`src/rtl/multicycle_mips_core_if.sv`:
```
// Shared instruction/data memory port. The request side is registered in the core;
// ready completes the pending request on the same rising edge.
interface multicycle_mips_core_if;
  logic        req;
  logic        we;
  logic [31:0] addr;
  logic [31:0] wdata;
  logic [31:0] rdata;
  logic        ready;

  modport master (output req, we, addr, wdata, input rdata, ready);
  modport slave  (input req, we, addr, wdata, output rdata, ready);
endinterface

```
`src/rtl/multicycle_mips_core.sv`:
```
// Multicycle MIPS-I subset core with folded control FSM, one shared memory port,
// memory-mapped GPIO and a sticky trap on illegal or misaligned operations.
module multicycle_mips_core #(
  parameter logic [31:0] RESET_PC      = 32'h0040_0000,
  parameter int          GPIO_WIDTH    = 8,
  parameter logic [31:0] GPIO_IN_ADDR  = 32'hFFFF_FFF0,
  parameter logic [31:0] GPIO_OUT_ADDR = 32'hFFFF_FFF4
)(
  input  logic                   clk,
  input  logic                   reset,
  multicycle_mips_core_if.master mem,
  input  logic [GPIO_WIDTH-1:0]  gpio_i,
  output logic [GPIO_WIDTH-1:0]  gpio_o,
  output logic [31:0]            pc_o,
  output logic                   err
);
  localparam logic [5:0] OP_R = 6'h00, OP_J = 6'h02, OP_BEQ = 6'h04,
                         OP_ADDI = 6'h08, OP_LW = 6'h23, OP_SW = 6'h2B;

  typedef enum logic [3:0] {
    S_START, S_FETCH, S_DECODE, S_EXEC_R, S_EXEC_I, S_ALU_WB, S_MEM_ADDR,
    S_MEM_RD, S_MEM_WB, S_MEM_WR, S_BRANCH, S_JUMP, S_TRAP
  } state_e;

  state_e                state, next_state;
  logic [31:0]           pc, ir, a, b, alu_out, mdr, tgt;
  logic [31:0]           rf [32];
  logic                  is_gpio;
  logic [GPIO_WIDTH-1:0] gpio_s1, gpio_s2;
  logic                  req_q, we_q;
  logic [31:0]           addr_q, wdata_q;

  logic [5:0]  op, funct;
  logic [4:0]  rs, rt, rd;
  logic [31:0] simm, ea, alu_r, pc_next, rf_wdata, iss_addr;
  logic [4:0]  rf_waddr;
  logic        r_ok, mem_done, gpio_hit, rf_we, issue, iss_we;
  logic        unused_shamt;

  assign op           = ir[31:26];
  assign rs           = ir[25:21];
  assign rt           = ir[20:16];
  assign rd           = ir[15:11];
  assign funct        = ir[5:0];
  assign unused_shamt = ^ir[10:6];
  assign simm         = {{16{ir[15]}}, ir[15:0]};
  assign ea           = a + simm;
  assign mem_done     = req_q & mem.ready;
  assign gpio_hit     = (op == OP_LW) ? (ea == GPIO_IN_ADDR) : (ea == GPIO_OUT_ADDR);
  assign r_ok         = (op == OP_R) && (funct inside {6'h20, 6'h22, 6'h24, 6'h25, 6'h2A});

  assign mem.req   = req_q;
  assign mem.we    = we_q;
  assign mem.addr  = addr_q;
  assign mem.wdata = wdata_q;
  assign pc_o      = pc;
  assign err       = (state == S_TRAP);

  always_comb begin
    case (funct)
      6'h20:   alu_r = a + b;
      6'h22:   alu_r = a - b;
      6'h24:   alu_r = a & b;
      6'h25:   alu_r = a | b;
      6'h2A:   alu_r = {31'd0, $signed(a) < $signed(b)};
      default: alu_r = '0;
    endcase
  end

  always_ff @(posedge clk or negedge reset)
    if (!reset) state <= S_START;
    else        state <= next_state;

  always_comb begin
    next_state = state;
    case (state)
      S_START:  next_state = S_FETCH;
      S_FETCH:  if (mem_done) next_state = S_DECODE;
      S_DECODE: begin
        if (r_ok)                              next_state = S_EXEC_R;
        else if (op == OP_ADDI)                next_state = S_EXEC_I;
        else if (op == OP_LW || op == OP_SW)   next_state = S_MEM_ADDR;
        else if (op == OP_BEQ)                 next_state = S_BRANCH;
        else if (op == OP_J)                   next_state = S_JUMP;
        else                                   next_state = S_TRAP;
      end
      S_EXEC_R, S_EXEC_I: next_state = S_ALU_WB;
      S_MEM_ADDR: begin
        if (ea[1:0] != 2'b00)  next_state = S_TRAP;
        else if (op == OP_LW)  next_state = S_MEM_RD;
        else                   next_state = S_MEM_WR;
      end
      S_MEM_RD: if (is_gpio || mem_done) next_state = S_MEM_WB;
      S_MEM_WR: if (is_gpio || mem_done) next_state = S_FETCH;
      S_ALU_WB, S_MEM_WB, S_BRANCH, S_JUMP: next_state = S_FETCH;
      S_TRAP:   next_state = S_TRAP;
      default:  next_state = S_TRAP;
    endcase
  end

  always_comb begin
    rf_we    = 1'b0;
    rf_waddr = rd;
    rf_wdata = alu_out;
    pc_next  = pc;
    case (state)
      S_FETCH:  if (mem_done) pc_next = pc + 32'd4;
      S_ALU_WB: begin
        rf_we = 1'b1;
        if (op != OP_R) rf_waddr = rt;
      end
      S_MEM_WB: begin
        rf_we    = 1'b1;
        rf_waddr = rt;
        rf_wdata = mdr;
      end
      S_BRANCH: if (a == b) pc_next = tgt;
      S_JUMP:   pc_next = {pc[31:28], ir[25:0], 2'b00};
      default: ;
    endcase
    // Requests launch only on entry to a memory state; GPIO accesses never touch the bus.
    issue    = (next_state != state) &&
               ((next_state == S_FETCH) ||
                ((next_state inside {S_MEM_RD, S_MEM_WR}) && !gpio_hit));
    iss_we   = (next_state == S_MEM_WR);
    iss_addr = (next_state == S_FETCH) ? pc_next : ea;
  end

  always_ff @(posedge clk or negedge reset) begin
    if (!reset) begin
      gpio_s1 <= '0;
      gpio_s2 <= '0;
    end else begin
      gpio_s1 <= gpio_i;
      gpio_s2 <= gpio_s1;
    end
  end

  always_ff @(posedge clk or negedge reset) begin
    if (!reset) begin
      pc      <= RESET_PC;
      ir      <= '0;
      a       <= '0;
      b       <= '0;
      alu_out <= '0;
      mdr     <= '0;
      tgt     <= '0;
      is_gpio <= 1'b0;
      gpio_o  <= '0;
      req_q   <= 1'b0;
      we_q    <= 1'b0;
      addr_q  <= '0;
      wdata_q <= '0;
      for (int i = 0; i < 32; i++) rf[i] <= '0;
    end else begin
      pc <= pc_next;
      if (issue) begin
        req_q   <= 1'b1;
        we_q    <= iss_we;
        addr_q  <= iss_addr;
        wdata_q <= b;
      end else if (mem_done) begin
        req_q <= 1'b0;
      end
      if (rf_we && rf_waddr != 5'd0) rf[rf_waddr] <= rf_wdata;
      case (state)
        S_FETCH:    if (mem_done) ir <= mem.rdata;
        S_DECODE: begin
          a   <= rf[rs];
          b   <= rf[rt];
          tgt <= pc + {simm[29:0], 2'b00};
        end
        S_EXEC_R:   alu_out <= alu_r;
        S_EXEC_I:   alu_out <= a + simm;
        S_MEM_ADDR: is_gpio <= gpio_hit;
        S_MEM_RD: begin
          if (is_gpio)       mdr <= 32'(gpio_s2);
          else if (mem_done) mdr <= mem.rdata;
        end
        S_MEM_WR:   if (is_gpio) gpio_o <= b[GPIO_WIDTH-1:0];
        default: ;
      endcase
    end
  end
endmodule
```
`src/flat_wrapper.sv`:
```
// flat-port wrapper written by rule: the top's interface ports become plain ports
module multicycle_mips_core_flat 
#(
  parameter logic [31:0] RESET_PC      = 32'h0040_0000,
  parameter int          GPIO_WIDTH    = 8,
  parameter logic [31:0] GPIO_IN_ADDR  = 32'hFFFF_FFF0,
  parameter logic [31:0] GPIO_OUT_ADDR = 32'hFFFF_FFF4
)
  (clk, reset, gpio_i, gpio_o, pc_o, err, mem_req, mem_we, mem_addr, mem_wdata, mem_rdata, mem_ready);
  multicycle_mips_core_if mem_i ();
  input  logic clk;
  input  logic reset;
  input  logic [GPIO_WIDTH-1:0] gpio_i;
  output logic [GPIO_WIDTH-1:0] gpio_o;
  output logic [31:0] pc_o;
  output logic err;
  output wire logic [$bits(mem_i.req)-1:0] mem_req;
  output wire logic [$bits(mem_i.we)-1:0] mem_we;
  output wire logic [$bits(mem_i.addr)-1:0] mem_addr;
  output wire logic [$bits(mem_i.wdata)-1:0] mem_wdata;
  input wire logic [$bits(mem_i.rdata)-1:0] mem_rdata;
  input wire logic [$bits(mem_i.ready)-1:0] mem_ready;
  assign mem_req = mem_i.req;
  assign mem_we = mem_i.we;
  assign mem_addr = mem_i.addr;
  assign mem_wdata = mem_i.wdata;
  assign mem_i.rdata = mem_rdata;
  assign mem_i.ready = mem_ready;
  multicycle_mips_core #(.RESET_PC(RESET_PC), .GPIO_WIDTH(GPIO_WIDTH), .GPIO_IN_ADDR(GPIO_IN_ADDR), .GPIO_OUT_ADDR(GPIO_OUT_ADDR)) u_core (.clk(clk), .reset(reset), .mem(mem_i), .gpio_i(gpio_i), .gpio_o(gpio_o), .pc_o(pc_o), .err(err));
endmodule
```
`config.mk`:
```
export PLATFORM = sky130hd
export DESIGN_NAME = multicycle_mips_core_flat
export DESIGN_NICKNAME = d
export VERILOG_FILES = /design/src/rtl/multicycle_mips_core_if.sv /design/src/rtl/multicycle_mips_core.sv /design/src/flat_wrapper.sv
export SDC_FILE = /design/constraint.sdc
export NUM_CORES = 2
export LEC_CHECK = 0
export CORE_ASPECT_RATIO = 1.75
export CORE_MARGIN = 5
export CORE_UTILIZATION = 35
export CTS_BUF_LIST = sky130_fd_sc_hd__clkbuf_4 sky130_fd_sc_hd__clkbuf_8 sky130_fd_sc_hd__clkbuf_16
export DETAILED_ROUTE_END_ITERATION = 10
export HOLD_SLACK_MARGIN = 0.02
export SYNTH_ARGS = -nofsm -noshare
export SYNTH_HDL_FRONTEND = slang
export SYNTH_SLANG_ARGS = --single-unit
```
`constraint.sdc`:
```
create_clock -name clk -period 4.3 [get_ports clk]
set_input_delay 0.645 -clock clk [delete_from_list [all_inputs] [get_ports clk]]
set_output_delay 0.645 -clock clk [all_outputs]
set_load 0.01 [all_outputs]
```
Yosys cells after proc, flatten, opt, wreduce, memory -nomap -nowiden
Index checks and enable logic that the tools add are counted.

cells by class
  order comparisons = 5
  reductions and logical operators = 25
  multiplexer cells = 35
  add/sub/neg operators = 5
  bitwise logic cells = 6
  equality and inequality tests = 29

operators by type and width
  cell                                           count
  bitwise mux 1024 bit                           1
  two-way mux 32 bit                             11
  binary-select mux 32 bit (select 5 bit)        2
  demux 32 bit (select 5 bit)                    1
  case mux 32 bit (5 select lines)               1
  adder 32 bit                                   3
  case mux 32 bit (3 select lines)               1
  == test 32 bit, second input constant          2
  case mux 32 bit (2 select lines)               1
  == test 6 bit, second input constant           7
  two-way mux 4 bit                              9
  adder 32 x 3 -> 32 bit, second input constant  1
  AND 32 bit                                     1
  == test 32 bit                                 1
  < comparator 32 bit                            1
  OR 32 bit                                      1
  subtractor 32 bit                              1
  case mux 4 bit (7 select lines)                1
  == test 4 bit, second input constant           6
  == test 4 x 3 -> 1 bit, second input constant  5
  >= comparator 6 bit, second input constant     3
  inverter 5 -> 6 bit                            3
  case mux 5 bit (2 select lines)                1
  nonzero test 2 bit                             5
  other kinds (21)                               36

storage, ports and cells
  bits in registers = 1,343
  output and inout port bits = 107

Logic depth before layout (Yosys ltp)
  depth after elaboration = 13
  depth in mapped cells = 18
  depth with buffers taken out = 15

Worst setup path before layout
Ideal clock, no wire load.

  path type = register -> register
  from = register u_core.ir[1]
  to = register u_core.addr_q[15], in the netlist u_core.mem.addr[15]
  data arrival time = 4,342 ps
  path buffers = 5
  setup time = 127 ps
  stages on the path, launching flop included = 19
  required time = 4,173 ps
  path slack = -169 ps
  cells stage by stage = dfrtp_1 -> clkbuf_1 -> clkbuf_1 -> inv_2 -> buf_1 -> fa_1 -> nand2b_1 -> a21oi_1 -> o31ai_1 -> a31o_2 -> a211oi_2 -> nor3_1 -> nor4_1 -> nand4_1 -> or3_1 -> o21ai_1 -> buf_4 -> buf_6 -> mux2_1

between the ends
  longest elaborated chain between the ends = 10
  elaborated cells on any way between the ends = 25

ends and longest elaborated chain
  what                                                   RTL line                     source
  start: declaration                                     multicycle_mips_core.sv:26   logic [31:0] pc, ir, a, b, alu_out, mdr, tgt;
  start signal: assignment                               multicycle_mips_core.sv:167  S_FETCH: if (mem_done) ir <= mem.rdata;
  branches (longest 10 deep; another with adder 32 bit)  --
  end signal: assignment                                 multicycle_mips_core.sv:160  addr_q <= iss_addr;
  end: declaration                                       multicycle_mips_core.sv:31   logic [31:0] addr_q, wdata_q;

Parallel ways; which one is timed is not known.
A chain may end at the register's enable or synchronous reset.

Worst setup path in the final report
  from = register u_core.a[2]
  to = register u_core.addr_q[0], in the netlist u_core.mem.addr[0]

between the ends
  longest elaborated chain between the ends = 7
  elaborated cells on any way between the ends = 12

ends and longest elaborated chain
  what                      RTL line                     source
  start: declaration        multicycle_mips_core.sv:26
  start signal: assignment  multicycle_mips_core.sv:169  a <= rf[rs];
  adder 32 bit              multicycle_mips_core.sv:47   assign ea = a + simm;
  == test 32 bit            multicycle_mips_core.sv:49   assign gpio_hit = (op == OP_LW) ? (ea == GPIO_IN_ADDR) : (ea == GPIO_OUT_ADDR);
  two-way mux 1 bit         multicycle_mips_core.sv:49
  zero test 1 bit           multicycle_mips_core.sv:124  ((next_state inside {S_MEM_RD, S_MEM_WR}) && !gpio_hit));
  logical AND 1 bit         multicycle_mips_core.sv:124
  logical OR 1 bit          multicycle_mips_core.sv:123  ((next_state == S_FETCH) ||
  logical AND 1 bit         multicycle_mips_core.sv:122  issue = (next_state != state) &&

Several ways; a longest one is shown, not always the timed one.

==> metrics.yaml <==
detailed_routing:
  vias_per_cell: 5.83
  wirelength_um: 264000
  drt_iter0_drc: 4835
  vias: 55700
  drt_first_pass_iters: 6
  drc: 0
  post_drt_wl_per_cell_um: 27.7
  ant_nets: 0
die:
  start_util_pct: 35.2
  fp.dieH_um: 614
  rows: 221
  design.core.area_um2: 207000
  die_w_um: 355
  die_area_um2: 218000
  io_pins: 150
layout:
  synthToLayoutAreaGrowth_pct: 15.4
  drive_above_1_share_pct: 21.4
  layout_common_cells: "1,330 x dfrtp_1, 893 x nand2_1, 823 x o21ai_0"
  num-fill-cells: 19600
  final_common_cell: "dfrtp_1"
  fin_cells: 9542
  nets: 6969
hold_path:
  hp-class: "reg -> reg"
yosys:
  yosysUniqueCellTypes: 84
  netlist_area_um2: 73000
  synth_edf_count: 0
  synthTopCellsByArea: "dfrtp_1 46%, mux4_2 20%, o21ai_0 5.7%, nand2_1 4.7%, a21oi_1 4.1%"
  synth_cells: 6693
  synth_ff_type: "dfrtp_1"
  synth.ff_latch_count: 1343
  avgSynthCellArea_um2: 10.9
  async_flop_share_pct: 100
  yosysSeqAreaShare_pct: 46.0
  synth.top_cell.area_share_pct: 46.0
  syn_nets: 6897
  yosysWarnings: 0
  yosysTopAreaCell: "dfrtp_1"
setup_path:
  cp_slowest_cell: "or3_4"
  crit_fanout: 39
  crit_arrival_ns: 4.91
  critPathLaunchType: "register"
  setup.worst_path.end_class: "register"
  worstSetupPathType: "reg -> reg"
  cp_slowest_stage_delay_ns: 0.45
  crit_chain: "ha_4 -> o21ai_2 -> o32a_1 -> o211ai_1 -> a21oi_2 -> xor2_1 -> or3_1 -> nor4_2 -> buf_4 -> nand4_1 -> or3_4 -> o21ai_4 -> buf_12 -> mux2_2"
  cp.required_ns: 4.90
sta:
  final.setup.worst_slack_ns: -0.00964
  hold_viol_final: 0
  timing.fmax_ghz: 0.232
  rsz0062_at_grt: "yes"
  finalClockSkew_ns: 0.0501
  post-route-min-period_ns: 4.31
  finalSetupViolations: 3
  slew_violations: 0
  finalSetupTns_ns: -0.0152
  relSlewSlack_pct: 20.9
  fin_crit_sh_pct: 100
  tightest_slew_ns: 1.17
placement:
  pre_cts_ws_ns: -0.246
  gp_congestion: 0.958
  io_buffers: 149
  place_inst: 9308
  dp_hpwl_um: 181000
pwr:
  max-vdd-ir-drop_mv: 0.486
  power_leakage_nw: 35.6
  p_per_area_nw_per_um2: 290
  p_total_mw: 24.4
global_routing:
  first_global_vias: 57400
  overflow: 0
  track_usage_pct: 23.8
  grt_pass1_wl_um: 388000
  antenna_found_initial: 12
  grt_max_degree: 156
clock_network:
  cts_root_buf: "clkbuf_16"
  cts.sinks: 1343
  clk_latency_ns: 0.76
  cts_tree: "yes"
  clk_pin_slew_worst_paths_ns: 0.07
  clockBufferDepth: 3
  numCtsBuffers: 118
  htree_levels: 3
status:
  violations: "negative setup slack"
  outcome: "finished with violations"
flow_run:
  drv_cap: 0
[sequential cells by signal (all words and copies together), names as in the netlist]
name / cells
u_core.tgt: 32
u_core.is_gpio: 1
u_core.gpio_o: 8
u_core.mem.we: 1
u_core.a: 32
u_core.pc_o: 32
u_core.mem.req: 1
u_core.b: 32
u_core.state: 4
u_core.alu_out: 32
u_core.mdr: 32
u_core.gpio_s2: 8
u_core.gpio_s1: 8
u_core.mem.addr: 32
u_core.ir: 32
u_core.rf: 1024
u_core.mem.wdata: 32
[final timing paths]
kind                                      end  cells after the start  slack [ns]               from
setup / recovery           u_core.mem.addr[0]                     14       -0.01        u_core.a[2]
hold / removal              u_core.gpio_s2[1]                      0        0.32  u_core.gpio_s1[1]
setup reg to reg           u_core.mem.addr[0]                     14       -0.01        u_core.a[2]
hold reg to reg             u_core.gpio_s2[1]                      0        0.32  u_core.gpio_s1[1]
max in group asynchronous      u_core.rf[828]                      4        2.31              reset
min in group asynchronous       u_core.rf[45]                      2        0.40              reset
[routing by layer]
layer | wire (µm) | global-route usage [%] | share of wire, %
met1 | 90400 | 26.0 | 34
met2 | 135000 | 42.2 | 51
met3 | 15700 | 3.41 | 6.0
met4 | 23200 | 17.1 | 8.8
met5 | 38 | 0 | 0.014
[worst max-delay path: cells and delay by family (launching register included)]
family,cells,cell delay (ns)
AOI/OAI and AO/OA,5,1.10
xor gates and xnor gates,1,0.17
adders and majority gates,1,0.29
buffers and inverters,2,0.46
DFF,1,0.42
muxes,1,0.38
and+or+nand+nor,4,1.29
[what timing repair did]
action,in CTS,in global routing
hold buffers,1,0
buffers inserted,8,4
gates cloned,1,1
endpoints found under the setup margin,66,67
gates resized for setup,21,27
pin swaps,1,18
endpoints found under the hold margin,77,0
[synth_stat cells, types with 58 or more instances]
master / instances
mux2i_1: 117
a21oi_1: 592
ha_1: 157
mux4_2: 640
dfrtp_1: 1342
o21ai_0: 827
inv_1: 123
mux2_2: 63
buf_1: 77
xnor2_1: 58
nor2_1: 583
nand2_1: 908
clkbuf_1: 511
[power breakdown]
part           switching, mW  internal [mW]  leakage [nW]
Sequential           0.00243           12.6          18.5
Combinational          0.288         0.0600          15.0
Clock                   5.14           6.31          2.05
Total                   5.43           19.0          35.6
[logic make-up (layout without fill, tap and decap cells)]
kind of cell    Yosys count  count (layout)  synth area share (%)
flops                  1343            1343                  46.0
other cells               0               5                     0
buf+inv                 730             898                  3.83
xor+xnor                 85              85                  1.02
fa+ha+maj               161             161                  2.80
compound gates         1738            1738                  13.2
mux                     867             867                  23.0
simple gates           1769            1769                  10.0
[final cells by class]
| cell class | instances | area, µm² | share of cell area [%] |
|---|---|---|---|
| multi-input cells | 4620 | 37300 | 44.2 |
| flip-flops and latches | 1343 | 33600 | 39.9 |
| repair buffers | 558 | 5400 | 6.41 |
| well taps | 2676 | 3350 | 3.97 |
| clock inverters | 45 | 579 | 0.688 |
| diodes | 5 | 12.5 | 0.0149 |
| inverters | 124 | 465 | 0.553 |
| clock buffers | 171 | 3520 | 4.18 |
[stage by stage]
stage | utilization, % | instance area (µm²) | hold WS (ns)
detailed placement | 38.5 | 79800 | 0.335
finish | 40.6 | 84200 | 0.316
CTS | 40.5 | 84100 | 0.277
global placement | 38.5 | 79800 | 0.331
global route | 40.6 | 84200 | 0.302
floorplan | - | 73000 | 0.331
(Power assumes the default switching activity.)
